File: config.mk
export PLATFORM = sky130hd
export DESIGN_NAME = mvm_sequencer
export DESIGN_NICKNAME = d
export VERILOG_FILES = /design/src/rtl/mvm_sequencer.sv
export SDC_FILE = /design/constraint.sdc
export NUM_CORES = 1
export LEC_CHECK = 0
export CAP_MARGIN = 25
export CORE_MARGIN = 3
export CORE_UTILIZATION = 40
export CTS_CLUSTER_SIZE = 30
export DETAILED_ROUTE_END_ITERATION = 8
export GPL_TIMING_DRIVEN = 1
export PLACE_DENSITY_LB_ADDON = 0.12
export SETUP_SLACK_MARGIN = 0.15
export SYNTH_ARGS = -nofsm -noshare
export SYNTH_HDL_FRONTEND = slang
export SYNTH_SLANG_ARGS = --single-unit
File: constraint.sdc
create_clock -name clk -period 7 [get_ports clk]
set_input_delay 0.7 -clock clk [delete_from_list [all_inputs] [get_ports clk]]
set_output_delay 0.7 -clock clk [all_outputs]
set_load 0.03 [all_outputs]
File: src/rtl/mvm_sequencer.sv
// Matrix-vector multiply sequencer: issues the per-row buffer read bursts, waits for
// the PE pipeline to drain, then writes each row result, with PE accumulate/clear strobes.

`ifndef MEM0_ADDR_WIDTH
`define MEM0_ADDR_WIDTH 8
`endif
`ifndef BUF_MEMB_OFFSET_BITWIDTH
`define BUF_MEMB_OFFSET_BITWIDTH 6
`endif
`ifndef BUF_READ
`define BUF_READ 2'd1
`endif
`ifndef BUF_WRITE
`define BUF_WRITE 2'd2
`endif

package mvm_sequencer_pkg;
    localparam int BUF_MA_W   = `MEM0_ADDR_WIDTH;
    localparam int BUF_MB_W   = `BUF_MEMB_OFFSET_BITWIDTH;
    localparam int BUF_OP_W   = 2;
    localparam int BUF_MODE_W = 2;

    localparam logic [BUF_OP_W-1:0] BUF_OP_READ  = `BUF_READ;
    localparam logic [BUF_OP_W-1:0] BUF_OP_WRITE = `BUF_WRITE;

    typedef struct packed {
        logic [BUF_OP_W-1:0]   opcode;
        logic [BUF_MODE_W-1:0] mode;
        logic [BUF_MA_W-1:0]   mema_offset;
        logic [BUF_MB_W-1:0]   memb_offset;
    } buf_inst_t;
endpackage

// state | meaning
// IDLE  | waiting for start; inputs latched on start
// READ  | one matrix/vector read per cycle, k = 0..K-1
// DRAIN | PE_LATENCY cycles for the PE pipeline to produce the row result
// WRITE | one write of the row result to out_base + r
// FIN   | one-cycle done pulse, then back to IDLE
module mvm_sequencer
    import mvm_sequencer_pkg::*;
#(
    parameter int CNT_W      = 8,
    parameter int PE_LATENCY = 3
) (
    input  logic                  clk,
    input  logic                  rst_n,
    input  logic                  start_i,
    input  logic [CNT_W-1:0]      num_rows_i,
    input  logic [CNT_W-1:0]      num_cols_i,
    input  logic [BUF_MA_W-1:0]   mema_base_i,
    input  logic [BUF_MB_W-1:0]   memb_base_i,
    input  logic [BUF_MA_W-1:0]   out_base_i,
    input  logic [BUF_MODE_W-1:0] mode_i,
    output buf_inst_t             buf_inst_o,
    output logic                  buf_inst_valid_o,
    output logic                  pe_acc_en_o,
    output logic                  pe_clear_o,
    output logic                  busy_o,
    output logic                  done_o
);

    localparam int DW = (PE_LATENCY > 1) ? $clog2(PE_LATENCY) : 1;
    localparam logic [DW-1:0] DRAIN_LOAD = DW'(PE_LATENCY - 1);

    typedef enum logic [2:0] {IDLE, READ, DRAIN, WRITE, FIN} state_t;

    state_t                state_q, state_d;
    logic [CNT_W-1:0]      r_q, r_d, k_q, k_d;
    logic [CNT_W-1:0]      rows_q, rows_d, cols_q, cols_d;
    logic [DW-1:0]         drain_q, drain_d;
    logic                  empty_q, empty_d;
    logic [BUF_MA_W-1:0]   mema_base_q, mema_base_d, out_base_q, out_base_d;
    logic [BUF_MB_W-1:0]   memb_base_q, memb_base_d;
    logic [BUF_MODE_W-1:0] mode_q, mode_d;
    logic [2*CNT_W-1:0]    prod;
    buf_inst_t             inst_q, inst_d;
    logic                  valid_q, valid_d;
    logic                  acc_q, clear_q, busy_q, done_q;

    always_comb begin
        state_d     = state_q;
        r_d         = r_q;
        k_d         = k_q;
        rows_d      = rows_q;
        cols_d      = cols_q;
        drain_d     = drain_q;
        empty_d     = empty_q;
        mema_base_d = mema_base_q;
        memb_base_d = memb_base_q;
        out_base_d  = out_base_q;
        mode_d      = mode_q;
        case (state_q)
            IDLE: begin
                if (start_i) begin
                    rows_d      = num_rows_i;
                    cols_d      = num_cols_i;
                    mema_base_d = mema_base_i;
                    memb_base_d = memb_base_i;
                    out_base_d  = out_base_i;
                    mode_d      = mode_i;
                    r_d         = '0;
                    k_d         = '0;
                    // Empty runs spend one busy cycle in DRAIN so done lands two cycles after start
                    if (num_rows_i == '0 || num_cols_i == '0) begin
                        empty_d = 1'b1;
                        drain_d = '0;
                        state_d = DRAIN;
                    end else begin
                        empty_d = 1'b0;
                        state_d = READ;
                    end
                end
            end
            READ: begin
                if (k_q == cols_q - CNT_W'(1)) begin
                    k_d     = '0;
                    drain_d = DRAIN_LOAD;
                    state_d = DRAIN;
                end else begin
                    k_d = k_q + CNT_W'(1);
                end
            end
            DRAIN: begin
                if (empty_q) begin
                    state_d = FIN;
                end else if (drain_q == '0) begin
                    state_d = WRITE;
                end else begin
                    drain_d = drain_q - DW'(1);
                end
            end
            WRITE: begin
                if (r_q == rows_q - CNT_W'(1)) begin
                    state_d = FIN;
                end else begin
                    r_d     = r_q + CNT_W'(1);
                    state_d = READ;
                end
            end
            FIN:     state_d = IDLE;
            default: state_d = IDLE;
        endcase
    end

    // Instruction fields are built from next-state values so the registered output
    // appears in the same cycle the state register enters READ/WRITE.
    always_comb begin
        inst_d  = '0;
        valid_d = 1'b0;
        prod    = {{CNT_W{1'b0}}, r_d} * {{CNT_W{1'b0}}, cols_d};
        if (state_d == READ) begin
            valid_d            = 1'b1;
            inst_d.opcode      = BUF_OP_READ;
            inst_d.mode        = mode_d;
            inst_d.mema_offset = mema_base_d + BUF_MA_W'(prod) + BUF_MA_W'(k_d);
            inst_d.memb_offset = memb_base_d + BUF_MB_W'(k_d);
        end else if (state_d == WRITE) begin
            valid_d            = 1'b1;
            inst_d.opcode      = BUF_OP_WRITE;
            inst_d.mode        = mode_d;
            inst_d.mema_offset = out_base_d + BUF_MA_W'(r_d);
        end
    end

    always_ff @(posedge clk or negedge rst_n) begin
        if (!rst_n) begin
            state_q     <= IDLE;
            r_q         <= '0;
            k_q         <= '0;
            rows_q      <= '0;
            cols_q      <= '0;
            drain_q     <= '0;
            empty_q     <= 1'b0;
            mema_base_q <= '0;
            memb_base_q <= '0;
            out_base_q  <= '0;
            mode_q      <= '0;
            inst_q      <= '0;
            valid_q     <= 1'b0;
            acc_q       <= 1'b0;
            clear_q     <= 1'b0;
            busy_q      <= 1'b0;
            done_q      <= 1'b0;
        end else begin
            state_q     <= state_d;
            r_q         <= r_d;
            k_q         <= k_d;
            rows_q      <= rows_d;
            cols_q      <= cols_d;
            drain_q     <= drain_d;
            empty_q     <= empty_d;
            mema_base_q <= mema_base_d;
            memb_base_q <= memb_base_d;
            out_base_q  <= out_base_d;
            mode_q      <= mode_d;
            inst_q      <= inst_d;
            valid_q     <= valid_d;
            acc_q       <= (state_q == READ);
            clear_q     <= (state_q == READ) && (k_q == '0);
            busy_q      <= (state_d == READ) || (state_d == DRAIN) || (state_d == WRITE);
            done_q      <= (state_d == FIN);
        end
    end

    assign buf_inst_o       = inst_q;
    assign buf_inst_valid_o = valid_q;
    assign pe_acc_en_o      = acc_q;
    assign pe_clear_o       = clear_q;
    assign busy_o           = busy_q;
    assign done_o           = done_q;

endmodule

==> results.rst, run 1 <==
.. list-table::
   :header-rows: 1

   * - Metric
     - Value
   * - Synthesized area
     - 0.00579 sq mm
   * - Estimated wirelength of the detail-placed design
     - 11800 um
   * - Number of H-tree levels
     - 3
   * - First drt pass iteration count
     - 5
   * - Power density normalized to cell area
     - 511 mW/mm^2
   * - Sum of negative setup slack
     - 0 ns
   * - Setup WS post-layout
     - 0.0391 ns
   * - Most common library cell in the layout ignoring fill and taps
     - sky130_fd_sc_hd__nand2_1
   * - First DRT Iteration DRCs
     - 298
   * - Slowest-stage cell, CP
     - sky130_fd_sc_hd__fa_1
   * - Ys Warns
     - 0
   * - Routability cong.
     - 0.884
   * - Type of the worst setup path
     - flip-flop to flip-flop
   * - Sinks on Clock Net
     - 85
   * - Register area share after synthesis
     - 36.8%
   * - RSZ-0062 raised after global routing
     - true
   * - Worst VDD drop
     - 0.000298 V
   * - Vias in the first global route
     - 4814
   * - Most repeated library cell on the critical path
     - sky130_fd_sc_hd__xnor2_1
   * - Slew @ Worst Pin
     - 0.691 ns
   * - Number of pins exceeding their max-slew limit in the final report
     - 0
   * - Asr flop ratio synth
     - 100%
   * - Distinct cells, synth
     - 59
   * - Fraction of final layout cells sized beyond drive strength 1
     - 13.5%
   * - Wire length per cell
     - 16.2 um
   * - Hold crit path type
     - input port to asynchronous set/reset pin
   * - Hold Buf Count CTS
     - 0
   * - Number of design rule violations left after detail routing
     - 0
   * - Final Setup Violations
     - 0
   * - Clock tree buffer depth
     - 2
   * - Number of port buffers
     - 65
   * - Nets@finish
     - 841
   * - Width of the chip
     - 126 um
   * - FP Rows
     - 43
   * - Critical Path Fanout Max
     - 4
   * - Kind of launch point of the worst setup path
     - flip-flop
   * - Top library cells by usage in the layout, fill and taps aside
     - sky130_fd_sc_hd__nand2_1 (129), sky130_fd_sc_hd__dfrtp_1 (85), sky130_fd_sc_hd__clkdlybuf4s50_1 (64)
   * - Post-Route Skew
     - 0.00679 ns
   * - Count of flip-flops with a built-in enable after synthesis
     - 0
   * - Number of nets in the synthesized netlist
     - 732
   * - Top-Level Pins
     - 66
   * - Avg Synthesized Cell Area
     - 9.23 sq um
   * - Height of the die
     - 126 um
   * - Overall overflow remaining after global route
     - 0
   * - Nature of the critical path endpoint
     - flip-flop
   * - Total CTS buffers
     - 9
   * - Number of endpoints with negative hold slack in the final report
     - 0
   * - Prevailing post-synth register cell
     - sky130_fd_sc_hd__dfrtp_1
   * - DR vias
     - 4621
   * - Critical Path Source
     - rows_q[1]
   * - Initial Utilization
     - 41.2%
   * - Required time of the critical path
     - 7.29 ns
   * - Source-to-sink clock delay at the later pin of the worst-skew pair
     - 0.35 ns
   * - Tcrit/Tclk final
     - 99.4%
   * - Reg2Reg Launch Point
     - rows_q[1]
   * - GRT Overall Usage
     - 20.0%
   * - First-pass GRT wire length
     - 25100 um
   * - Reported max-cap violation count
     - 0
   * - Largest stage delay on the critical path
     - 0.53 ns
   * - Maximum operating frequency
     - 144 MHz
   * - Design Power
     - 3.76 mW
   * - Data arrival time of the critical path
     - 7.25 ns
   * - Pre-CTS WS
     - -0.0911 ns
   * - Status
     - finished, final reports clean
   * - Die Footprint
     - 0.0159 sq mm
   * - Detailed-route wire length
     - 15000 um
   * - Tightest hold margin
     - 0.300 ns
   * - Worst slew margin relative to its limit
     - 53.8%
   * - Leakage power of the design
     - 3.53 nW
   * - Register clock-pin slew on the reported worst setup and hold paths
     - 0.07 ns
   * - Maximum number of pins on one net before global-route repair
     - 54
   * - Antenna cell count
     - 0
   * - Clock Root Buffer
     - sky130_fd_sc_hd__clkbuf_16
   * - Area growth, synth to finish
     - 27.3%
   * - Min Tclk post-route
     - 6.96 ns
   * - Final ANT Viol Nets
     - 0
   * - Gate count of the mapped netlist
     - 627
   * - Routed via count divided by cell count
     - 5.02
   * - Area of the core region
     - 0.0140 sq mm
   * - Initial antenna violation count
     - 0
   * - Count of state elements after synthesis
     - 85
   * - TritonCTS clock tree
     - built
routing by layer:
layer | track usage (%) | part of all wire, % | up-vias
li1 | - | - | 2292
met1 | 27.9 | 48 | 2218
met2 | 31.4 | 46 | 89
met3 | 2.71 | 2.9 | 22
met4 | 8.71 | 3.1 | 0
met5 | 0 | 0 | -
stage by stage:
step	cell area, sq um	cells	util (%)
floorplan	5800	627	-
global placement	6950	900	49.5
detailed placement	6950	900	49.5
CTS	7320	918	52.1
global route	7370	921	52.5
finish	7370	921	52.5
worst paths after layout:
kind / to / slack, ns / cells past startpoint
setup / recovery: buf_inst_o[13] / 0.04 / 28
hold / removal: pe_clear_o / 0.30 / 1
setup reg to reg: buf_inst_o[13] / 0.04 / 28
hold reg to reg: mode_q[0] / 0.48 / 2
max in group asynchronous: out_base_q[4] / 5.66 / 2
min in group clk: mode_q[0] / 0.48 / 2
cells in the mapped netlist, types with 2 or more instances:
master,count,area (sq um)
sky130_fd_sc_hd__o22ai_1,4,25.0
sky130_fd_sc_hd__o21a_1,5,37.5
sky130_fd_sc_hd__ha_1,39,488
sky130_fd_sc_hd__nand3b_1,3,22.5
sky130_fd_sc_hd__nor4_1,9,56.3
sky130_fd_sc_hd__inv_1,65,244
sky130_fd_sc_hd__o21ai_0,9,45.0
sky130_fd_sc_hd__o211ai_1,3,22.5
sky130_fd_sc_hd__mux2_2,3,33.8
sky130_fd_sc_hd__xnor3_1,2,45.0
sky130_fd_sc_hd__maj3_2,2,22.5
sky130_fd_sc_hd__xor2_1,21,184
sky130_fd_sc_hd__nor2_1,41,154
sky130_fd_sc_hd__fa_1,23,460
sky130_fd_sc_hd__or3_1,3,18.8
sky130_fd_sc_hd__o21ai_1,4,20.0
sky130_fd_sc_hd__a21o_1,8,60.1
sky130_fd_sc_hd__nor4b_1,2,17.5
sky130_fd_sc_hd__and3_1,3,18.8
sky130_fd_sc_hd__a21oi_1,16,80.1
sky130_fd_sc_hd__a22oi_1,2,15.0
sky130_fd_sc_hd__or4_1,2,15.0
sky130_fd_sc_hd__clkbuf_1,14,52.6
sky130_fd_sc_hd__nor2b_1,7,43.8
sky130_fd_sc_hd__and2_1,11,68.8
sky130_fd_sc_hd__nand2_1,130,488
sky130_fd_sc_hd__xnor2_1,28,245
sky130_fd_sc_hd__o31ai_1,5,37.5
sky130_fd_sc_hd__nand4_1,2,12.5
sky130_fd_sc_hd__nand3_1,15,75.1
sky130_fd_sc_hd__mux2i_1,18,180
sky130_fd_sc_hd__nor3_1,5,25.0
sky130_fd_sc_hd__o2111ai_1,2,17.5
sky130_fd_sc_hd__nand2b_1,7,43.8
sky130_fd_sc_hd__dfrtp_1,85,2130
sky130_fd_sc_hd__a32o_1,2,20.0
sky130_fd_sc_hd__a22o_1,2,17.5
sky130_fd_sc_hd__or2_2,4,25.0
repair_timing:
item / in CTS / in global routing
gates cloned: 0 / 0
setup buffers: 2 / 3
endpoints found under the hold margin: 0 / 0
pin swaps: 16 / 14
resized for setup: 6 / 8
setup endpoints to repair: 1 / 1
state kept, by name (all words and copies together) (netlist names), 3 cells and up:
| name | flops |
|---|---|
| memb_base_q | 6 |
| k_q | 8 |
| out_base_q | 8 |
| cols_q | 8 |
| r_q | 8 |
| state_q | 3 |
| buf_inst_o | 18 |
| rows_q | 8 |
| mema_base_q | 8 |
power by group:
group / internal, mW / total, mW / switching, mW
combinational: 1.11 / 2.39 / 1.28
sequential: 0.705 / 0.844 / 0.139
clock: 0.315 / 0.528 / 0.213
total: 2.13 / 3.76 / 1.64
worst max-delay path: cells and delay by family, from the launching register on:
kind / cells / cell delay (ns)
xor gates and xnor gates: 8 / 1.37
DFF: 1 / 0.37
and+or+nand+nor: 7 / 1.90
buffers and inverters: 5 / 0.29
adders and majority gates: 6 / 2.53
AOI/OAI and AO/OA: 1 / 0.09
muxes: 1 / 0.31
cell families after synthesis:
| kind of cell | Yosys count | share of synthesized area, % |
|---|---|---|
| simple gates | 251 | 20.0 |
| flops | 85 | 36.8 |
| buf+inv | 82 | 5.34 |
| compound gates | 73 | 9.28 |
| fa+ha+maj | 64 | 16.8 |
| xor+xnor | 51 | 8.19 |
| mux | 21 | 3.70 |
area by class of cell:
class | instances | area [sq um]
clock buffers | 9 | 225
multi-input cells | 460 | 3430
fillers | 1317 | 6680
well taps | 180 | 225
flip-flops and latches | 85 | 2130
repair buffers | 114 | 1020
clock inverters | 7 | 98.8
inverters | 66 | 248
Power figures use the tool's default switching activity.
==> inputs of run 2 (changes only) <==
--- a/config.mk
+++ b/config.mk
@@ -13,6 +13,7 @@
 export GPL_TIMING_DRIVEN = 1
 export PLACE_DENSITY_LB_ADDON = 0.12
 export SETUP_SLACK_MARGIN = 0.15
+export SKIP_CTS_REPAIR_TIMING = 1
 export SYNTH_ARGS = -nofsm -noshare
 export SYNTH_HDL_FRONTEND = slang
 export SYNTH_SLANG_ARGS = --single-unit
==> results.rst, run 2 (same netlist as run 1, synthesis figures left out) <==
.. list-table::
   :header-rows: 1

   * - Metric
     - Value
   * - FP Rows
     - 43 (unchanged)
   * - Wire length per cell
     - 16.3 um (+0.34%)
   * - TritonCTS clock tree
     - built
   * - Source-to-sink clock delay at the later pin of the worst-skew pair
     - 0.35 ns (about the same)
   * - Sinks on Clock Net
     - 85 (unchanged)
   * - Final Setup Violations
     - 0 (unchanged)
   * - Height of the die
     - 126 um (unchanged)
   * - Number of design rule violations left after detail routing
     - 0 (unchanged)
   * - Area of the core region
     - 0.0140 sq mm (unchanged)
   * - Largest register FFs
     - 18 (unchanged)
   * - Nets@finish
     - 841 (unchanged)
   * - Tightest hold margin
     - 0.302 ns (+0.00161 ns)
   * - Largest stage delay on the critical path
     - 0.55 ns (+0.02 ns)
   * - Total length of routed met2 wires
     - 6910 um (+1.5%)
   * - Hold crit path type
     - input port to asynchronous set/reset pin
   * - Worst slew margin relative to its limit
     - 53.7% (-0.10 points)
   * - Met3 WL
     - 540 um (+23%)
   * - Number of port buffers
     - 65 (unchanged)
   * - Number of endpoints with negative hold slack in the final report
     - 0 (unchanged)
   * - Initial Utilization
     - 41.2% (unchanged)
   * - Most common library cell in the layout ignoring fill and taps
     - sky130_fd_sc_hd__nand2_1
   * - Die Footprint
     - 0.0159 sq mm (unchanged)
   * - Width of the chip
     - 126 um (unchanged)
   * - Total CTS buffers
     - 9 (unchanged)
   * - RSZ-0062 raised after global routing
     - true
   * - First-pass GRT wire length
     - 24900 um (-0.69%)
   * - Type of the worst setup path
     - flip-flop to flip-flop
   * - Top library cells by usage in the layout, fill and taps aside
     - sky130_fd_sc_hd__nand2_1 (129), sky130_fd_sc_hd__dfrtp_1 (85), sky130_fd_sc_hd__clkdlybuf4s50_1 (64)
   * - Antenna cell count
     - 0 (unchanged)
   * - Slew @ Worst Pin
     - 0.693 ns (+0.00152 ns)
   * - Clock tree buffer depth
     - 2 (unchanged)
   * - Critical Path Fanout Max
     - 3 (-1)
   * - Tcrit/Tclk final
     - 97.5% (-2.0 points)
   * - First DRT Iteration DRCs
     - 316 (+6.0%)
   * - Power density normalized to cell area
     - 508 mW/mm^2 (-0.48%)
   * - Sum of negative setup slack
     - 0 ns (unchanged)
   * - Fraction of final layout cells sized beyond drive strength 1
     - 13.8% (+0.27 points)
   * - Register clock-pin slew on the reported worst setup and hold paths
     - 0.07 ns (about the same)
   * - Post-Route Skew
     - 0.00611 ns (-0.000676 ns)
   * - Slowest-stage cell, CP
     - sky130_fd_sc_hd__fa_1
   * - Setup WS post-layout
     - 0.177 ns (+0.138 ns)
   * - Required time of the critical path
     - 7.29 ns (about the same)
   * - Final ANT Viol Nets
     - 0 (unchanged)
   * - DR vias
     - 4582 (-0.84%)
   * - GRT Overall Usage
     - 19.9% (-0.13 points)
   * - Maximum number of pins on one net before global-route repair
     - 54 (unchanged)
   * - Overall overflow remaining after global route
     - 0 (unchanged)
   * - Top-Level Pins
     - 66 (unchanged)
   * - Number of H-tree levels
     - 3 (unchanged)
   * - Routed via count divided by cell count
     - 4.98 (-0.84%)
   * - Nature of the critical path endpoint
     - flip-flop
   * - Maximum operating frequency
     - 147 MHz (+2.0%)
   * - Leakage power of the design
     - 3.53 nW (+0.22%)
   * - Most repeated library cell on the critical path
     - sky130_fd_sc_hd__fa_1
   * - First drt pass iteration count
     - 5 (unchanged)
   * - Clock Root Buffer
     - sky130_fd_sc_hd__clkbuf_16
   * - Routability cong.
     - 0.884 (unchanged)
   * - Number of pins exceeding their max-slew limit in the final report
     - 0 (unchanged)
   * - Worst VDD drop
     - 0.000298 V (about the same)
   * - Estimated wirelength of the detail-placed design
     - 11800 um (unchanged)
   * - Pre-CTS WS
     - -0.0911 ns (unchanged)
   * - Data arrival time of the critical path
     - 7.11 ns (-0.14 ns)
   * - Vias in the first global route
     - 4777 (-0.77%)
   * - Status
     - finished, final reports clean
   * - Area growth, synth to finish
     - 27.4%
   * - Initial antenna violation count
     - 0 (unchanged)
   * - Kind of launch point of the worst setup path
     - flip-flop
   * - Metal1 wirelength
     - 7180 um (-0.79%)
   * - Highest routing layer actually used
     - met4
   * - Min Tclk post-route
     - 6.82 ns (-0.138 ns)
   * - Detailed-route wire length
     - 15000 um (+0.34%)
   * - Reported max-cap violation count
     - 0 (unchanged)
-- run 2: cell count changes in the layout (fill, tap and decap cells not counted) --
| cell | change |
|---|---|
| sky130_fd_sc_hd__mux2i_1 | -1 |
| sky130_fd_sc_hd__a21oi_2 | -1 |
| sky130_fd_sc_hd__ha_2 | +1 |
| sky130_fd_sc_hd__ha_1 | -1 |
| sky130_fd_sc_hd__nor3_1 | -1 |
| sky130_fd_sc_hd__mux2i_2 | +1 |
| sky130_fd_sc_hd__nor3_2 | +1 |
| sky130_fd_sc_hd__a21oi_1 | +1 |
-- run 2: path summary, 6_finish.rpt --
check / slack [ns] / to / startpoint / cells after the start
hold / removal: 0.30 / pe_clear_o / rst_n / 1
max in group asynchronous: 5.66 / buf_inst_o[10] / rst_n / 2
setup reg to reg: 0.18 / buf_inst_o[13] / rows_q[1] / 28
setup / recovery: 0.18 / buf_inst_o[13] / rows_q[1] / 28
min in group clk: 0.48 / mode_q[1] / mode_q[1] / 2
hold reg to reg: 0.48 / mode_q[1] / mode_q[1] / 2
-- run 2: worst max-delay path, delay by kind of cell, from the launching register on --
kind	cells	cell delay, ns
compound gates	4	0.54
xor+xnor	4	0.76
fa+ha+maj	7	2.78
buf+inv	4	0.23
flops	1	0.40
simple gates	9	2.06
-- run 2: area by class of cell --
cell class | count | area [sq um]
inverter | 66 | 248
tap | 180 | 225
clock buffer | 9 | 225
sequential | 85 | 2130
clock inverter | 7 | 98.8
timing repair buffer | 114 | 1020
multi-input combinational | 460 | 3430
fill | 1314 | 6670
-- run 2: through the flow --
stage          util, %  power (mW)  area (sq um)  cells
3_3_place_gp      49.5        3.15          6950    900
2_1_floorplan        -        2.38          5800    627
6_report          52.5        3.75          7370    921
3_5_place_dp      49.5        3.17          6950    900
5_1_grt           52.5        4.15          7370    921
4_1_cts           51.8        3.73          7280    916
-- run 2: layer usage --
layer  global-route usage [%]  up-vias
li1                         -     2291
met4                     7.82        0
met5                        0        -
met2                     31.5       87
met3                     2.71       18
met1                     27.8     2186
-- run 2: power by group --
| group | internal, mW | switching (mW) | leakage [nW] |
|---|---|---|---|
| registers | 0.705 | 0.141 | 1.06 |
| logic | 1.10 | 1.28 | 2.32 |
| clock network | 0.314 | 0.212 | 0.156 |
